**src/rtl/spi_pkg.sv**
```systemverilog
// Shared SPI definitions: controller state encoding and default frame length,
// used by both the SPI slave and the SPI master.
package spi_pkg;

    localparam int SPI_WIDTH_DEFAULT = 13;

    typedef enum logic [1:0] {
        WAIT_IDLE = 2'd0,
        IDLE      = 2'd1,
        ACTIVE    = 2'd2
    } spi_state_e;

endpackage

```
**src/rtl/spi_slave_if.sv**
```systemverilog
// SPI wires plus the parallel word handshake of the SPI slave. The slave
// modport is the DUT side; the master modport is the SPI master / consumer side.
interface spi_slave_if import spi_pkg::*; #(
    parameter int WIDTH = SPI_WIDTH_DEFAULT
);

    logic             sclk;
    logic             cs_n;
    logic             mosi;
    logic             miso;
    logic [WIDTH-1:0] tx_data;
    logic [WIDTH-1:0] rx_data;
    logic             rx_valid;
    logic             rx_ready;
    logic             busy;
    logic             frame_err;

    modport slave (
        input  sclk, cs_n, mosi, tx_data, rx_ready,
        output miso, rx_data, rx_valid, busy, frame_err
    );

    modport master (
        output sclk, cs_n, mosi, tx_data, rx_ready,
        input  miso, rx_data, rx_valid, busy, frame_err
    );

endinterface

```
**src/rtl/spi_sync.sv**
```systemverilog
// Multi-flop synchronizer for one asynchronous input, with single-cycle
// rise/fall pulses derived from the synchronized level.
module spi_sync #(
    parameter int   STAGES    = 2,
    parameter logic RESET_VAL = 1'b0
) (
    input  logic clk,
    input  logic rst,
    input  logic d,
    output logic q,
    output logic rise,
    output logic fall
);

    logic [STAGES-1:0] sync_q;
    logic              q_d;

    always_ff @(posedge clk or posedge rst) begin
        if (rst) begin
            sync_q <= {STAGES{RESET_VAL}};
            q_d    <= RESET_VAL;
        end else begin
            // NOTE: non-blocking so each stage takes the previous stage's old value.
            sync_q <= {sync_q[STAGES-2:0], d};
            q_d    <= sync_q[STAGES-1];
        end
    end

    assign q    = sync_q[STAGES-1];
    assign rise = q & ~q_d;
    assign fall = ~q & q_d;

endmodule

```
**src/rtl/spi_slave.sv**
```systemverilog
// SPI mode-0 slave, MSB first, oversampled on clk. Optional sticky overrun
// output enabled by defining SPI_SLAVE_OVERRUN_EN.
module spi_slave import spi_pkg::*; #(
    parameter int WIDTH       = SPI_WIDTH_DEFAULT,
    parameter int SYNC_STAGES = 2
) (
    input  logic         clk,
    input  logic         rst,
    spi_slave_if.slave   bus
`ifdef SPI_SLAVE_OVERRUN_EN
    ,
    output logic         overrun
`endif
);

    localparam int CW = $clog2(WIDTH + 1);
    localparam int SW = $clog2(SYNC_STAGES + 1);
    localparam logic [CW-1:0] CNT_FULL    = CW'(WIDTH);
    localparam logic [CW-1:0] CNT_LAST    = CW'(WIDTH - 1);
    localparam logic [SW-1:0] SETTLE_DONE = SW'(SYNC_STAGES);

    spi_state_e       state_q, state_d;
    logic [CW-1:0]    cnt_q;
    logic [SW-1:0]    settle_q;
    logic [WIDTH-1:0] tx_sr_q, rx_sr_q, rx_data_q;
    logic             rx_valid_q, deliver_q, frame_err_q;
    logic             start, sample, shift, abort;
    logic             sclk_lvl, sclk_rise, sclk_fall;
    logic             cs_lvl, cs_rise, cs_fall;
    logic             mosi_lvl, mosi_rise, mosi_fall;
    logic             unused_sync;

    spi_sync #(.STAGES(SYNC_STAGES), .RESET_VAL(1'b0)) u_sclk_sync (
        .clk(clk), .rst(rst), .d(bus.sclk), .q(sclk_lvl), .rise(sclk_rise), .fall(sclk_fall)
    );
    spi_sync #(.STAGES(SYNC_STAGES), .RESET_VAL(1'b1)) u_cs_sync (
        .clk(clk), .rst(rst), .d(bus.cs_n), .q(cs_lvl), .rise(cs_rise), .fall(cs_fall)
    );
    spi_sync #(.STAGES(SYNC_STAGES), .RESET_VAL(1'b0)) u_mosi_sync (
        .clk(clk), .rst(rst), .d(bus.mosi), .q(mosi_lvl), .rise(mosi_rise), .fall(mosi_fall)
    );

    assign unused_sync = ^{sclk_lvl, mosi_rise, mosi_fall};

    always_ff @(posedge clk or posedge rst) begin
        if (rst) state_q <= WAIT_IDLE;
        else     state_q <= state_d;
    end

    always_comb begin
        // NOTE: every output gets a default first, so no path infers a latch.
        state_d  = state_q;
        start    = 1'b0;
        sample   = 1'b0;
        shift    = 1'b0;
        abort    = 1'b0;
        bus.busy = 1'b0;
        bus.miso = 1'b0;
        unique case (state_q)
            // The synchronizers come out of reset preset to idle, so cs_n is
            // trusted only once the pipeline has refilled with the real pin.
            WAIT_IDLE: if (settle_q == SETTLE_DONE && cs_lvl) state_d = IDLE;
            IDLE: begin
                if (cs_fall) begin
                    state_d = ACTIVE;
                    start   = 1'b1;
                end
            end
            ACTIVE: begin
                bus.busy = 1'b1;
                bus.miso = (cnt_q < CNT_FULL) ? tx_sr_q[WIDTH-1] : 1'b0;
                if (cs_rise) begin
                    state_d = IDLE;
                    abort   = (cnt_q != '0) && (cnt_q < CNT_FULL);
                end else begin
                    sample = sclk_rise && (cnt_q < CNT_FULL);
                    shift  = sclk_fall && (cnt_q != '0) && (cnt_q < CNT_FULL);
                end
            end
            default: state_d = WAIT_IDLE;
        endcase
    end

    always_ff @(posedge clk or posedge rst) begin
        if (rst) begin
            settle_q    <= '0;
            cnt_q       <= '0;
            tx_sr_q     <= '0;
            rx_sr_q     <= '0;
            rx_data_q   <= '0;
            rx_valid_q  <= 1'b0;
            deliver_q   <= 1'b0;
            frame_err_q <= 1'b0;
        end else begin
            if (state_q == WAIT_IDLE && settle_q != SETTLE_DONE) settle_q <= settle_q + SW'(1);
            frame_err_q <= abort;
            deliver_q   <= sample && (cnt_q == CNT_LAST);
            if (start) begin
                tx_sr_q <= bus.tx_data;
                cnt_q   <= '0;
            end else begin
                if (sample) begin
                    rx_sr_q <= {rx_sr_q[WIDTH-2:0], mosi_lvl};
                    cnt_q   <= cnt_q + CW'(1);
                end
                if (shift) tx_sr_q <= {tx_sr_q[WIDTH-2:0], 1'b0};
            end
            // A word landing in the same cycle as a read keeps rx_valid high.
            if (deliver_q) begin
                rx_data_q  <= rx_sr_q;
                rx_valid_q <= 1'b1;
            end else if (rx_valid_q && bus.rx_ready) begin
                rx_valid_q <= 1'b0;
            end
        end
    end

`ifdef SPI_SLAVE_OVERRUN_EN
    always_ff @(posedge clk or posedge rst) begin
        if (rst)                                              overrun <= 1'b0;
        else if (deliver_q && rx_valid_q && !bus.rx_ready)    overrun <= 1'b1;
    end
`endif

    assign bus.rx_data   = rx_data_q;
    assign bus.rx_valid  = rx_valid_q;
    assign bus.frame_err = frame_err_q;

endmodule

```
**src/flat_wrapper.sv**
```systemverilog
// flat-port wrapper written by rule: the top's interface ports become plain ports
module spi_slave_flat import spi_pkg::*;
#(
    parameter int WIDTH       = SPI_WIDTH_DEFAULT,
    parameter int SYNC_STAGES = 2
)
  (clk, rst, bus_sclk, bus_cs_n, bus_mosi, bus_tx_data, bus_rx_ready, bus_miso, bus_rx_data, bus_rx_valid, bus_busy, bus_frame_err);
  spi_slave_if #(.WIDTH(WIDTH)) bus_i ();
  input  logic clk;
  input  logic rst;
  input wire logic [$bits(bus_i.sclk)-1:0] bus_sclk;
  input wire logic [$bits(bus_i.cs_n)-1:0] bus_cs_n;
  input wire logic [$bits(bus_i.mosi)-1:0] bus_mosi;
  input wire logic [$bits(bus_i.tx_data)-1:0] bus_tx_data;
  input wire logic [$bits(bus_i.rx_ready)-1:0] bus_rx_ready;
  output wire logic [$bits(bus_i.miso)-1:0] bus_miso;
  output wire logic [$bits(bus_i.rx_data)-1:0] bus_rx_data;
  output wire logic [$bits(bus_i.rx_valid)-1:0] bus_rx_valid;
  output wire logic [$bits(bus_i.busy)-1:0] bus_busy;
  output wire logic [$bits(bus_i.frame_err)-1:0] bus_frame_err;
  assign bus_i.sclk = bus_sclk;
  assign bus_i.cs_n = bus_cs_n;
  assign bus_i.mosi = bus_mosi;
  assign bus_i.tx_data = bus_tx_data;
  assign bus_i.rx_ready = bus_rx_ready;
  assign bus_miso = bus_i.miso;
  assign bus_rx_data = bus_i.rx_data;
  assign bus_rx_valid = bus_i.rx_valid;
  assign bus_busy = bus_i.busy;
  assign bus_frame_err = bus_i.frame_err;
  spi_slave #(.WIDTH(WIDTH), .SYNC_STAGES(SYNC_STAGES)) u_core (.clk(clk), .rst(rst), .bus(bus_i));
endmodule
```
**config.mk**
```make
export PLATFORM = sky130hd
export DESIGN_NAME = spi_slave_flat
export DESIGN_NICKNAME = d
export VERILOG_FILES = /design/src/rtl/spi_pkg.sv /design/src/rtl/spi_slave_if.sv /design/src/rtl/spi_sync.sv /design/src/rtl/spi_slave.sv /design/src/flat_wrapper.sv
export SDC_FILE = /design/constraint.sdc
export NUM_CORES = 1
export LEC_CHECK = 0
export ABC_AREA = 1
export CORE_MARGIN = 2
export CORE_UTILIZATION = 58
export DETAILED_ROUTE_END_ITERATION = 16
export GPL_ROUTABILITY_DRIVEN = 0
export PLACE_DENSITY = 0.81
export RECOVER_POWER = 50
export SETUP_SLACK_MARGIN = 0.5
export SLEW_MARGIN = 20
export SYNTH_ARGS = -nofsm -noshare
export SYNTH_HDL_FRONTEND = slang
export SYNTH_SLANG_ARGS = --single-unit
```
**constraint.sdc**
```tcl
create_clock -name clk -period 2.7 [get_ports clk]
set_input_delay 0.27 -clock clk [delete_from_list [all_inputs] [get_ports clk]]
set_output_delay 0.27 -clock clk [all_outputs]
set_load 0.005 [all_outputs]
```
==> results of run 1 <==
## worst max-delay path, stage by stage
cell and delay, ns:
dlygate4sd3_1 0.53, inv_1 0.74, clkbuf_2 0.73
## sequential cells by signal, summed over array words and instances (netlist names)
| name | count |
|---|---|
| u_core.u_sclk_sync.q_d | 1 |
| u_core.u_cs_sync.sync_q | 2 |
| u_core.u_mosi_sync.sync_q | 2 |
| u_core.bus.rx_valid | 1 |
| u_core.bus.rx_data | 13 |
| u_core.settle_q | 2 |
| u_core.deliver_q | 1 |
| u_core.u_sclk_sync.sync_q | 2 |
| u_core.u_cs_sync.q_d | 1 |
| u_core.bus.frame_err | 1 |
| u_core.rx_sr_q | 13 |
| u_core.tx_sr_q | 13 |
| u_core.state_q | 2 |
| u_core.cnt_q | 4 |
## cell usage after synthesis (3+ instances only)
cell and number:
o21ai_0 21, dfstp_2 3, ha_1 3, o21ai_1 5, nand3_2 4, nand3_1 21
inv_2 4, dfrtp_1 55, inv_1 24, nand2_1 111, nor2_1 6, nand2_2 3
buf_6 6
## placed cells by master (no fill, tap or decap), drive strengths merged
master         instances
bufinv                 1
dlygate4sd3            4
nand2                114
nand3                 25
clkinv                 2
nor2                   9
dfrtp                 55
nand3b                 1
o21ai                 26
nor4                   1
buf                    3
xor2                   2
inv                   28
ha                     3
clkbuf                13
nor3                   1
dlymetal6s2s           1
nand4                  1
dfstp                  3
clkdlybuf4s50         30
o21bai                 2
## layer usage
metal / routed length [microns] / vias up / share of wire [%] / track usage [%]
met2: 2140 / 41 / 47 / 31.9
met3: 176 / 14 / 3.9 / 5.19
met1: 2110 / 881 / 46 / 25.1
met5: 0 / - / 0 / 0
met4: 142 / 0 / 3.1 / 13.5
li1: - / 957 / - / -
## path summary, 6_finish.rpt
check | startpoint | end | slack, ns | cells after the start
worst max-delay path | rst | u_core.bus.rx_data[11]$_DFFE_PP0P_ | 0.79 | 3
worst max register to register | u_core.cnt_q[0]$_DFFE_PP0P_ | u_core.cnt_q[2]$_DFFE_PP0P_ | 1.00 | 8
max in group clk | u_core.state_q[1]$_DFFE_PP0P_ | bus_busy | 0.95 | 3
worst min-delay path | u_core.u_mosi_sync.sync_q[0]$_DFF_PP0_ | u_core.u_mosi_sync.sync_q[1]$_DFF_PP0_ | 0.35 | 0
worst min register to register | u_core.u_mosi_sync.sync_q[0]$_DFF_PP0_ | u_core.u_mosi_sync.sync_q[1]$_DFF_PP0_ | 0.35 | 0
min in group asynchronous | rst | u_core.u_sclk_sync.q_d$_DFF_PP0_ | 0.62 | 2
## repair_timing
action                     4_1_cts  5_1_grt
setup endpoints to repair        0        1
gates resized for setup          0        2
setup buffers                    0        3
hold endpoints to repair         0        0
## through the flow
step | power (mW) | cell area (sq um) | hold WS (ns)
after floorplan | 1.43 | 2520 | 0.274
after global placement | 1.49 | 2850 | 0.334
after detailed placement | 1.51 | 2850 | 0.336
after CTS | 2.29 | 3030 | 0.328
after global routing | 2.42 | 3050 | 0.363
final | 2.28 | 3050 | 0.350
## power by group
group	leakage (nW)	internal, mW	switching [mW]
logic	0.681	0.177	0.265
registers	0.765	1.00	0.0801
clock network	0.0962	0.443	0.318
total	1.54	1.62	0.663
## cell families (layout without fill, tap and decap cells)
kind of cell,count (synthesis),after routing
DFF,58,58
AOI/OAI and AO/OA,28,28
buffers and inverters,40,82
and+or+nand+nor,152,152
xor gates and xnor gates,2,2
adders and majority gates,3,3
## area by class of cell
cell class | count | area, sq um | area share (%)
well taps | 50 | 62.6 | 2.05
clock inverters | 3 | 40.0 | 1.31
flip-flops and latches | 58 | 1460 | 47.8
repair buffers | 39 | 380 | 12.5
inverters | 28 | 105 | 3.45
multi-input cells | 185 | 858 | 28.2
clock buffers | 12 | 145 | 4.76
==> metrics, run 1 <==
vias in the first global route=1716; worst setup margin=about 0.79 ns; GRT Util Overall=20.4%; xor and xnor area share after synthesis=less than 1%; CTS Root Cell=clkbuf_8; Synth Area in Simple Gates=25.8%; ys flop type=dfrtp_1; fin util=74.6%; final hold violation count=0; CTS max path bufs=2; Worst-Skew Late Latency=0.34 ns; Max Cap Viol=0; Starting Density=61.8%; Overflow after GRT=0; Post-Syn Area=0.00252 sq mm; initial DRC count=149; vias per inst=~5.0; Setup CP Type=input port to async pin; Finished Layout Cells=375; Relative slew margins=31.4%; CP required=3.08 ns; via count=around 1.9k; H-tree depth=3; Power Density=750 mW/mm^2; post-synth top area share=between 50% and 60%; DRC viols=0; Peak supply drop=0.000518 V; largest net degree at the start of global routing=33; ranking of synthesized cells by area=dfrtp_1 (55%), nand2_1 (17%), nand3_1 (4.2%); Diodes inserted=0; RSZ-0062 raised after global routing=false; Die Wd=~70 microns; DP HPWL=2.82 mm; Gate Count Post-Synth=283; first-pass GRT wire length=around 7.7 mm; Startpoint Class=input port; Tmin final=~1.9 ns; largest family of logic cells by synthesized area=simple AND/OR/NAND/NOR gates; post-synthesis net count=between 300 and 400; fmax=0.524 GHz; leakage=approximately 1.5 nW; IO Port Bufs=35; final net count=343; Synth Area in Adders=1.49%; status=finished, final reports clean; number of library cell types mapped by synthesis=26; FF+latch count, synth=58; period utilization=between 70% and 80%; TritonCTS buffer count=9; initial antenna violation count=0; Routed Antenna Nets=0; post-route clock skew=0.00612 ns; WP data arrival=2.29 ns; EDFF count, synth=0; HP Class=flip-flop to flip-flop; row cnt=23; Setup Slack @ Placement=0.935 ns; share of layout cells above drive strength 1=between 10% and 20%; TritonCTS clock tree=yes; crit end category=async pin; Area growth, synth to finish=20.7%; CTS Sinks=58; final WL=between 4 and 5 mm; clock-pin slew on the worst setup and hold paths=0.06 ns; drt pass-1 iters=5; sequential element share of the synthesized area=57.6%; FILL cells=301; compound-gate portion of the synthesized area=5.90%; Slew Viols, Final=0; number of I/O pins=36; Core Box Area=about 0.004 sq mm; Synth Warn #=0; die area=0.00490 sq mm; Avg Inst Size Synth=8.92 sq um; leading area contributor after synthesis=dfrtp_1; routed len/inst=12.2 microns; post-route setup TNS=0 ns; Tightest Pin Transition=1.03 ns; final setup fails=0; asr flop ratio synth=between 90% and 100%; Crit Path Max Fanout=31; mux share of post-synthesis cell area=0%; cts hold-fix bufs=0; placed cells=357; Die Y=70.0 microns
No activity file was read; power rests on OpenSTA's default activity.
==> run 2, diff against run 1 <==
Settings changed: CORE_UTILIZATION 58 to 48, PLACE_DENSITY 0.81 to 0.71.
Clock period 2.7 ns to 1.7 ns, I/O delays scaled along.
==> run 2 against run 1 <==
  * Utilization is 3.6 points higher
  * Critical endpoint is now u_core.cnt_q[0]$_DFFE_PP0P_
  * Combinational power grew to 3.4 times the previous value
  * Worst hold slack better by 0.0026 ns
  * Highest routed layer unchanged
  * Routed wire length grew 56%
  * Clock skew up 0.0030 ns
  * Worst setup slack lost 0.67 ns
==> metrics, run 2 (synthesis gave the netlist of run 1 again) <==
status=finished, final reports clean; fin util=78.1%; cts hold-fix bufs=0; Setup Slack @ Placement=0.0853 ns; Area growth, synth to finish=58.1%; Tmin final=1.57 ns; final hold violation count=0; Peak supply drop=0.000777 V; die area=0.00586 sq mm; Area after DPL=0.00296 sq mm; FILL cells=306; Overflow after GRT=0; leakage=2.02 nW; period utilization=92.6%; Worst-Skew Late Latency=0.34 ns; Slew Viols, Final=0; commonest non-fill, non-tap cell in the layout=nand2_1; clock-pin slew on the worst setup and hold paths=0.06 ns; routed len/inst=16.4 microns; DP HPWL=2.91 mm; H-tree depth=3; Die Wd=76.5 microns; IO Port Bufs=35; fmax=0.635 GHz; Max Cap Viol=0; Routed Antenna Nets=0; largest net degree at the start of global routing=around 60; number of I/O pins=36; CTS Root Cell=clkbuf_8; row cnt=26; final WL=7.10 mm; most frequent cells in the layout=nand2_1 (83), dfrtp_1 (55), buf_4 (22), inv_1 (18), nand2_2 (18); Die Y=76.5 microns; post-route setup TNS=0 ns; DRC viols=0; Diodes inserted=0; post-route clock skew=0.00909 ns; HP Class=flip-flop to flip-flop; share of layout cells above drive strength 1=36.3%; Setup CP Type=flip-flop to flip-flop; drt pass-1 iters=4; via count=2231; Tightest Pin Transition=0.776 ns; overall power=4.96 mW; Relative slew margins=48.3%; worst setup margin=0.126 ns; CTS Sinks=58; WP data arrival=1.79 ns; TritonCTS clock tree=yes; RSZ-0062 raised after global routing=true; Core Box Area=0.00511 sq mm; Starting Density=49.4%; vias per inst=5.14; crit end category=flip-flop; initial antenna violation count=0; Final Cell Area=approximately 0.004 sq mm; CP required=1.92 ns; final net count=381; CTS max path bufs=2; final setup fails=0; Crit Path Max Fanout=4; Power Density=1240 mW/mm^2; first-pass GRT wire length=about 10 mm; Startpoint Class=flip-flop; vias in the first global route=2103; initial DRC count=197; GRT Util Overall=22.3%; TritonCTS buffer count=9
[run 2: cell types whose count changed in the layout (fill, tap and decap cells not counted), sizes merged, moves of 2 or more]
cell / delta
bufinv: +3
inv: -2
buf: +36
dlygate4sd2: +14
clkdlybuf4s50: -16
[run 2: area by class of cell]
| type | instances | area, sq um | area share, % |
|---|---|---|---|
| timing repair buffer | 76 | 851 | 21.3 |
| multi-input combinational | 186 | 1190 | 29.9 |
| clock buffer | 11 | 141 | 3.54 |
| clock inverter | 5 | 125 | 3.13 |
| tap | 70 | 87.6 | 2.19 |
| inverter | 28 | 139 | 3.48 |
| sequential | 58 | 1460 | 36.5 |
[run 2: routing by layer]
metal	routed length [microns]	share of wire, %	global-route usage, %
met1	2570	36	26.7
met3	302	4.3	6.75
met5	0	0	0
met2	3980	56	38.1
met4	249	3.5	8.00
[run 2: power by group]
part           internal, mW  switching [mW]  leakage (nW)
registers              1.59           0.154         0.765
clock network          1.16           0.555         0.134
logic                 0.700           0.802          1.12
[run 2: timing repair]
item,4_1_cts,5_1_grt
cloned,6,2
setup buffers,22,7
endpoints found under the setup margin,48,39
pin swaps,12,16
resized for setup,61,65
[run 2: through the flow]
stage	std cells	hold slack (ns)
finish	434	0.353
floorplan	283	0.174
CTS	425	0.258
detailed placement	381	0.338
global placement	381	0.335
global route	434	0.367
[run 2: final timing paths]
check / from / end / cells after the start / slack, ns
hold / removal: u_core.u_mosi_sync.sync_q[0]$_DFF_PP0_ / u_core.u_mosi_sync.sync_q[1]$_DFF_PP0_ / 0 / 0.35
hold reg to reg: u_core.u_mosi_sync.sync_q[0]$_DFF_PP0_ / u_core.u_mosi_sync.sync_q[1]$_DFF_PP0_ / 0 / 0.35
max in group asynchronous: rst / u_core.tx_sr_q[9]$_DFFE_PP0P_ / 3 / 0.60
min in group asynchronous: rst / u_core.settle_q[0]$_DFFE_PP0P_ / 3 / 0.58
setup reg to reg: u_core.cnt_q[0]$_DFFE_PP0P_ / u_core.cnt_q[0]$_DFFE_PP0P_ / 10 / 0.13
setup / recovery: u_core.cnt_q[0]$_DFFE_PP0P_ / u_core.cnt_q[0]$_DFFE_PP0P_ / 10 / 0.13
[run 2: worst max-delay path: stages, from the launching register on]
cell and delay [ns]:
dfrtp_1 0.42, inv_2 0.10, ha_4 0.15, inv_4 0.04, nand3_4 0.06, buf_6 0.14
nand3_4 0.12, buf_12 0.18, buf_6 0.12, nand3_4 0.06, o21ai_2 0.07
==> run 3, diff against run 2 <==
Settings changed: MAX_ROUTING_LAYER from default to met4.
==> run 3 against run 2 <==
  * Clock skew barely moved
  * Cell count fell by 0.46%
  * Power fell by 0.62%
  * Utilization fell by 0.61 points
  * Register-to-register slack improved by 0.02 ns
  * Maximum frequency rose by 1.4%
  * Via count fell by 0.36%
  * Global-route usage rose by 0.44 points
  * Clock-buffer cell count did not move
  * Combinational power barely moved
  * Design area fell by 0.78%
  * Non-clock buffer count fell by 2
  * Highest routed layer unchanged
==> metrics, run 3 (synthesis gave the netlist of run 1 again) <==
status=finished, final reports clean; Critical Path Stages=10; CTS Root Cell=clkbuf_8; CP required=around 1.9 ns; Pint=around 3.4 mW; cts hold-fix bufs=0; HP Class=flip-flop to flip-flop; Slew Viols, Final=0; H-tree depth=3; r2r worst-path depth=10; row cnt=26; leakage=1.99 nW; TritonCTS buffer count=9; Tmin final=1.55 ns; final net count=379; Die Wd=76.5 microns; vias in the first global route=2113; Slowest cell on crit path=dfrtp_1; Diodes inserted=0; post-route setup TNS=0 ns; IO Port Bufs=35; Net Sw Power=1.49 mW; most frequent CP cell=nand3_4; Starting Density=49.4%; crit-path cells=inv_2 > ha_4 > inv_4 > nand3_4 > buf_6 > nand3_4 > buf_12 > buf_6 > nand3_4 > o21ai_2; clock-pin slew on the worst setup and hold paths=approximately 0.06 ns; vias per inst=around 5; final WL=6.91 mm; CTS max path bufs=2; initial DRC count=186; crit end category=flip-flop; Power Density=1250 mW/mm^2; Max Cap Viol=0; Overflow after GRT=0; Setup CP Type=flip-flop to flip-flop; Finished Layout Cells=432; Clock power frac=34.9%; Area growth, synth to finish=56.8%; Net Sw Frac=between 30% and 40%; number of I/O pins=36; die area=0.00586 sq mm; RSZ-0062 raised after global routing=true; Core Box Area=0.00511 sq mm; Tightest Pin Transition=a little under 0.8 ns; slowest stage delay, CP=approximately 0.42 ns; Relative slew margins=48.0%; final hold violation count=0; initial antenna violation count=0; placed cells=381; Peak supply drop=0.000771 V; via count=2223; final setup fails=0; Comb power frac=a little under 30%; DRC viols=0; routed len/inst=16.0 microns; drt pass-1 iters=5; period utilization=91.3%; largest net degree at the start of global routing=59; DP HPWL=2.91 mm; post-route clock skew=0.00952 ns; crit path buf inv count=5; fmax=approximately 0.64 GHz; WP data arrival=1.77 ns; most frequent cells in the layout=nand2_1 (85), dfrtp_1 (55), buf_4 (20), inv_1 (18), nand2_2 (18); Crit Path Max Fanout=4; CP top delay family=buffers and inverters; commonest non-fill, non-tap cell in the layout=nand2_1; CTS Sinks=slightly below 60; TritonCTS clock tree=yes; share of layout cells above drive strength 1=between 30 and 40%; Sequential Power Share=between 30% and 40%; first-pass GRT wire length=10.1 mm; GRT Util Overall=22.7%; Hold Crit Depth=0; Worst-Skew Late Latency=0.34 ns; Die Y=76.5 microns; Routed Antenna Nets=0; Startpoint Class=flip-flop
## run 3: cell count changes in the layout (fill, tap and decap cells not counted)
cell             delta
buf_4               -2
dlygate4sd2_1       +1
clkdlybuf4s15_1     -1
nand2_4             -2
nand2_1             +2
## run 3: path summary, 6_finish.rpt
kind,start,end,slack (ns)
setup / recovery,u_core.cnt_q[0]$_DFFE_PP0P_,u_core.cnt_q[0]$_DFFE_PP0P_,0.15
hold / removal,u_core.u_mosi_sync.sync_q[0]$_DFF_PP0_,u_core.u_mosi_sync.sync_q[1]$_DFF_PP0_,0.35
setup reg to reg,u_core.cnt_q[0]$_DFFE_PP0P_,u_core.cnt_q[0]$_DFFE_PP0P_,0.15
hold reg to reg,u_core.u_mosi_sync.sync_q[0]$_DFF_PP0_,u_core.u_mosi_sync.sync_q[1]$_DFF_PP0_,0.35
max in group asynchronous,rst,u_core.cnt_q[3]$_DFFE_PP0P_,0.61
min in group asynchronous,rst,u_core.settle_q[0]$_DFFE_PP0P_,0.59
## run 3: what timing repair did
action,CTS,global route
endpoints found under the setup margin,48,37
gates cloned,6,2
buffers inserted,22,5
gates resized for setup,61,60
pin swaps,12,17
## run 3: final cells by class
cell class / count / area, sq um
Multi-Input combinational cell: 186 / 1180
Inverter: 28 / 139
Clock buffer: 11 / 141
Tap cell: 70 / 87.6
Fill cell: 318 / 1150
Timing Repair Buffer: 74 / 835
Clock inverter: 5 / 125
Sequential cell: 58 / 1460
## run 3: metal layers
metal / global-route usage, % / vias to the layer above / wire, microns
met1: 26.7 / 1098 / 2720
met3: 5.33 / 17 / 263
li1: - / 1037 / -
met5: - / - / 0
met2: 38.0 / 71 / 3750
met4: 9.09 / 0 / 172
## run 3: stage by stage
stage	total power, mW	utilization, %	hold WS [ns]	cell area [sq um]	worst slack (ns)
after floorplan	2.31	-	0.174	2570	0.382
after global placement	2.46	58.0	0.335	2960	0.103
after detailed placement	2.49	58.0	0.338	2960	0.0853
after CTS	4.54	71.9	0.258	3670	0.197
after global routing	5.16	77.5	0.373	3960	0.0899
final	4.93	77.5	0.352	3960	0.149
## run 3: power groups by stage
stage	clock, mW	sequential, mW	combinational [mW]
after floorplan	0	1.72	0.588
after global placement	0	1.74	0.722
after detailed placement	0	1.75	0.744
after CTS	1.72	1.72	1.10
after global routing	1.81	1.76	1.59
final	1.72	1.74	1.47
## run 3: worst register-to-register path: stages (launching register included)
cell and delay (ns):
dfrtp_1 0.42, inv_2 0.10, ha_4 0.15, inv_4 0.04, nand3_4 0.06, buf_6 0.13, nand3_4 0.12, buf_12 0.17
buf_6 0.12, nand3_4 0.06, o21ai_2 0.07
